==> src/rtl/tl_pkg.sv <==
// Shared light encoding and gap-timer constants for the traffic-light controller and its environment model.
package tl_pkg;

    typedef logic [1:0] light_t;

    localparam light_t GREEN   = 2'b00;
    localparam light_t YELLOW  = 2'b01;
    localparam light_t RED     = 2'b10;
    localparam light_t ILLEGAL = 2'b11;

    localparam int GAP_W          = 4;
    localparam int DEPART_GAP_MIN = 1;
    localparam int DEPART_GAP_MAX = 15;

endpackage

==> src/rtl/tl_street_queue.sv <==
// One street's car queue: saturating counter, departure gap timer, departure pulse and presence flag.
module tl_street_queue
    import tl_pkg::*;
#(
    parameter int CNT_W      = 4,
    parameter int DEPART_GAP = 3
) (
    input  logic             clk,
    input  logic             reset,
    input  logic             arr,
    input  light_t           light,
    output logic [CNT_W-1:0] cnt,
    output logic             dep,
    output logic             present,
    output logic             drop
);

    localparam logic [CNT_W-1:0] CNT_MAX  = '1;
    localparam logic [GAP_W-1:0] GAP_LOAD = GAP_W'(DEPART_GAP - 1);

    logic [GAP_W-1:0] gap;
    logic             depart;
    logic             arrive;
    logic             full;

    always_comb begin
        full   = (cnt == CNT_MAX);
        depart = (light == GREEN) && (cnt != '0) && (gap == '0);
        // A departing car frees a slot, so an arrival at saturation still fits.
        arrive = arr && !(full && !depart);
        drop   = arr && full && !depart;
    end

    always_ff @(posedge clk) begin
        if (reset) begin
            cnt <= '0;
            gap <= '0;
            dep <= 1'b0;
        end else begin
            if (arrive && !depart) begin
                cnt <= cnt + CNT_W'(1);
            end else if (depart && !arrive) begin
                cnt <= cnt - CNT_W'(1);
            end
            if (depart) begin
                gap <= GAP_LOAD;
            end else if (gap != '0) begin
                gap <= gap - GAP_W'(1);
            end
            dep <= depart;
        end
    end

    assign present = (cnt != '0);

endmodule

==> config.mk <==
export PLATFORM = sky130hd
export DESIGN_NAME = tl_street_queue
export DESIGN_NICKNAME = d
export VERILOG_FILES = /design/src/rtl/tl_pkg.sv /design/src/rtl/tl_street_queue.sv
export SDC_FILE = /design/constraint.sdc
export NUM_CORES = 1
export LEC_CHECK = 0
export ABC_AREA = 1
export BUFFER_PORTS_ARGS = -buffer_cell sky130_fd_sc_hd__buf_2
export CORE_MARGIN = 8
export CORE_UTILIZATION = 40
export CTS_BUF_LIST = sky130_fd_sc_hd__clkbuf_16
export DETAILED_ROUTE_END_ITERATION = 10
export HOLD_SLACK_MARGIN = 0.06
export SYNTH_ARGS = -nofsm -noshare
export SYNTH_HDL_FRONTEND = slang
export SYNTH_SLANG_ARGS = --single-unit
==> constraint.sdc <==
create_clock -name clk -period 3.95 [get_ports clk]
set_input_delay 0.395 -clock clk [delete_from_list [all_inputs] [get_ports clk]]
set_output_delay 0.395 -clock clk [all_outputs]
set_load 0.01 [all_outputs]
======== Word level (Yosys, flattened, before mapping) ========
Cells that the tools add are included.
cells by class
  equality and inequality tests ........... 1
  reduce and logical (&&, ||, !) cells .... 18
  muxes and demuxes ....................... 4
  $add $sub $neg .......................... 3
operator list
  kind                                                                count
  1-bit logical AND                                                   8
  4-bit 2-to-1 mux                                                    2
  4-bit nonzero test                                                  2
  4-bit by 1-bit subtractor with 4-bit output, second input constant  2
  4-bit by 1-bit adder with 4-bit output, second input constant       1
  4-bit == test, second input constant                                1
  4-bit logical NOT                                                   1
  2-bit 2-to-1 mux                                                    2
  2-bit nonzero test                                                  2
  1-bit logical NOT                                                   3
  2-bit logical NOT                                                   1
  2-bit OR reduction                                                  1
storage, ports and cells
  input bits .............................. 5
  output and inout port bits .............. 7
  flip-flop bits (word level) ............. 9
  logic and storage cells ................. 30

======== Longest topological paths before layout ========
  depth after elaboration ................. 11
  depth in mapped cells ................... 16

======== Least setup slack after synthesis ========
OpenSTA, ideal clock, no wires.
  path kind ............................... register to register
  start point ............................. reg gap[0]
  end point ............................... reg cnt[3]
  required time ........................... 3.841 ns
  arrival ................................. 1.925 ns
  period minus slack after synthesis ...... 2.033 ns
  cell stages (with the launch flop) ...... 15
  path slack .............................. 1.917 ns
  path buffers ............................ 0
  cell sequence ........................... dfxtp_1 -> inv_1 -> ha_1 -> nand3_4 -> inv_2 -> nand3_4 -> a21boi_1 -> ha_1 -> inv_1 -> ha_1 -> or2_1 -> nand3_1 -> nand3_1 -> nand2_1 -> inv_1
between the ends
  word-level cells in the longest chain between the ends .. 9
  elaborated cells between the ends (all ways) .. 11
  those cells by class .................... mux: 1; reduce/logical: 10
ends and longest elaborated chain
  element                       RTL line                                      source
  start: declaration            tl_street_queue.sv:21                         logic [GAP_W-1:0] gap;
  start signal: assignment      tl_street_queue.sv:48                         gap <= gap - GAP_W'(1);
  4-bit logical NOT *           tl_street_queue.sv:28                         depart = (light == GREEN) && (cnt != '0) && (gap == '0);
  1-bit logical AND *           tl_street_queue.sv:28
  1-bit logical NOT             tl_street_queue.sv:30, tl_street_queue.sv:40
  1-bit logical AND             tl_street_queue.sv:30                         arrive = arr && !(full && !depart);
  1-bit logical NOT             tl_street_queue.sv:30
  1-bit logical AND             tl_street_queue.sv:30
  1-bit logical NOT             tl_street_queue.sv:42                         end else if (depart && !arrive) begin
  1-bit logical AND             tl_street_queue.sv:42
  2-bit nonzero test (no line)  -
  end signal: assignment        tl_street_queue.sv:41                         cnt <= cnt + CNT_W'(1);
  end signal: assignment        tl_street_queue.sv:43                         cnt <= cnt - CNT_W'(1);
  end: declaration              tl_street_queue.sv:12                         output logic [CNT_W-1:0] cnt,
Every way passes the cells marked *; elsewhere a longest branch is shown, timed or not.
A chain may end at the register's enable or synchronous reset.

======== Worst setup path after layout ========
Ends and elaborated chain as after synthesis.

==> out/results.ini <==
[routing]
drt-total-wl_mm=1.13
drt_iter0_drc=1
ant_nets=0
drc_errors=0
wl_per_cell_um=10.7
viasPerCell=4.55
vias=482
firstDrtPassIters=2

[cts]
clockBufferDepth=2
cts.htree.levels=1
cts_made_buffers=3
path_clk_slew_ps=40
cts_tree=done
postCtsResizedCells=0
root_buffer=clkbuf_16
clock_latency_ps=230
ctsHoldBuffers=0
postCtsSetupRepairBufs=0
cts.sinks=9

[setup_path]
critPathMaxFanout=5
timing.critical_path.from=gap[0]
r2r-start=gap[0]
reg2reg_depth=14
arrival_ps=2310
cp.required_ps=4080
critPathKind=register to register
cp-end-kind=register
worst_setup_path_start_kind=register

[placement]
dp_hpwl_um=892
gp_congestion=0.749
numPortBuffers=11
place_ws_ps=1770

[job]
drv_cap=0

[global_route]
track_usage_pct=9.85
grt_pass1_wl_mm=2.14
grt_overflow=0
antenna_found_initial=0
grt_start_max_net_pins=7
grt_pass1_vias=514

[floorplanning]
die_y_um=54.3
core-area_um2=1440
rows=14
fp.dieW_um=54.3
fp.dieArea_um2=2940
ios=12
start_util_pct=40.8

[timing]
finalSetupViolCount=0
skew_ps=0.787
finalSetupTns_ps=0
post-route-period-util_pct=55.1
tightest_slew_ps=256
fin_hold_ws_ps=424
finalHoldViolations=0
max_freq_mhz=460
drv_slew=0
maxSlewHeadroom_pct=82.9
rsz0062_at_grt=no
setup_slack_ps=1770
fin_crit_ps=2180

[final_layout]
diodes=0
synthToLayoutAreaGrowth_pct=26.3
drive_gt1_share_pct=30.0
layout_commonest_cell=nand2_1
nets=102
layout_common_cells=nand2_1 (13), buf_2 (11), inv_1 (9), nor2_1 (9), dfxtp_1 (9)

[synthesis]
synthesis.area_um2=586
synth_nets=86
synth_top_family_by_area=simple AND/OR/NAND/NOR gates
synth_adder_area_share_pct=14.1
synth.avg_cell_area_um2=7.81
synthMuxAreaShare_pct=0
synth_seq_area_share_pct=30.8
synth-simple-area-share_pct=32.9
synth-xor-area-share_pct=4.49
yosys.area.top_type=dfxtp_1
synth_edf_count=0
ys.flop_type=dfxtp_1
synth_compound_area_share_pct=8.33
synth_cells=75
async_flop_share_pct=0
synth_cell_types=21
ys_ff_latch=9
synthTopCellsByArea=dfxtp_1 (31%), ha_1 (11%), nand2_1 (8.3%)
yosysTopAreaCellShare_pct=30.8
yosys_warnings=0

[outcome]
status=complete, no violations

[power]
p_per_area_nw_per_um2=779
p_leak_nw=0.391
vdd_ir_drop_max_mv=0.326

[min_path]
hp-start=reset
worstHoldPathCells=2
worstHoldPathType=input pin to register

## cells in the mapped netlist (2+ instances only)
library cell	number
a21oi_1	3
dfxtp_1	9
ha_1	5
inv_1	8
inv_2	5
nand2_1	13
nand3_1	4
nand3_4	2
nor2_1	9
nor2_2	3
o21ai_0	2
o21ai_1	2
xor2_1	2
## routing by layer
metal	part of all wire, %	global-route usage [%]	vias to the layer above
li1	-	-	263
met1	45	11.1	209
met2	50	15.6	6
met3	3.1	3.26	4
met4	1.5	6.15	0
met5	0	0	-
## power by group
group | leakage, nW | switching [mW] | total (mW) | internal, mW
Combinational | 0.274 | 0.146 | 0.250 | 0.103
Clock | 0.0423 | 0.0415 | 0.174 | 0.132
Sequential | 0.0746 | 0.0289 | 0.153 | 0.124
## metrics by stage
stage	cell area (um2)	cells	utilization (%)	total power [mW]
finish	739	106	51.5	0.576
detailed placement	661	102	46.0	0.405
CTS	739	106	51.5	0.584
floorplan	586	75	-	0.351
global placement	661	102	46.0	0.400
global route	739	106	51.5	0.638
## worst max-delay path, cell delays in order (launching register included)
cell      delay, ps
dfxtp_1         310
inv_1            90
ha_1            200
nand3_4         100
inv_2            80
nand3_4          90
a21boi_1        140
ha_1            180
inv_1            90
ha_1            310
or2_1           230
nand3_1          90
nand3_1          70
nand2_1          50
inv_1            30
## registers in the layout (all words and copies together) (netlist names)
name and flops:
cnt 4, gap 4, dep 1
## worst paths after layout
kind                               end  slack, ps
worst max-delay path            cnt[3]       1770
worst min-delay path               dep        420
worst max register to register  cnt[3]       1770
worst min register to register  gap[1]        510
## final cells by class
type	count	area [um2]
tap	16	20.0
clock inverter	1	3.75
fill	144	697
multi-input combinational	52	350
inverter	14	55.1
timing repair buffer	11	55.1
clock buffer	3	75.1
sequential	9	180
## cell families after synthesis
family                     after synthesis
and+or+nand+nor                         34
buffers and inverters                   14
adders and majority gates                6
AOI/OAI and AO/OA                        9
xor gates and xnor gates                 3
DFF                                      9
(Power assumes the default switching activity.)
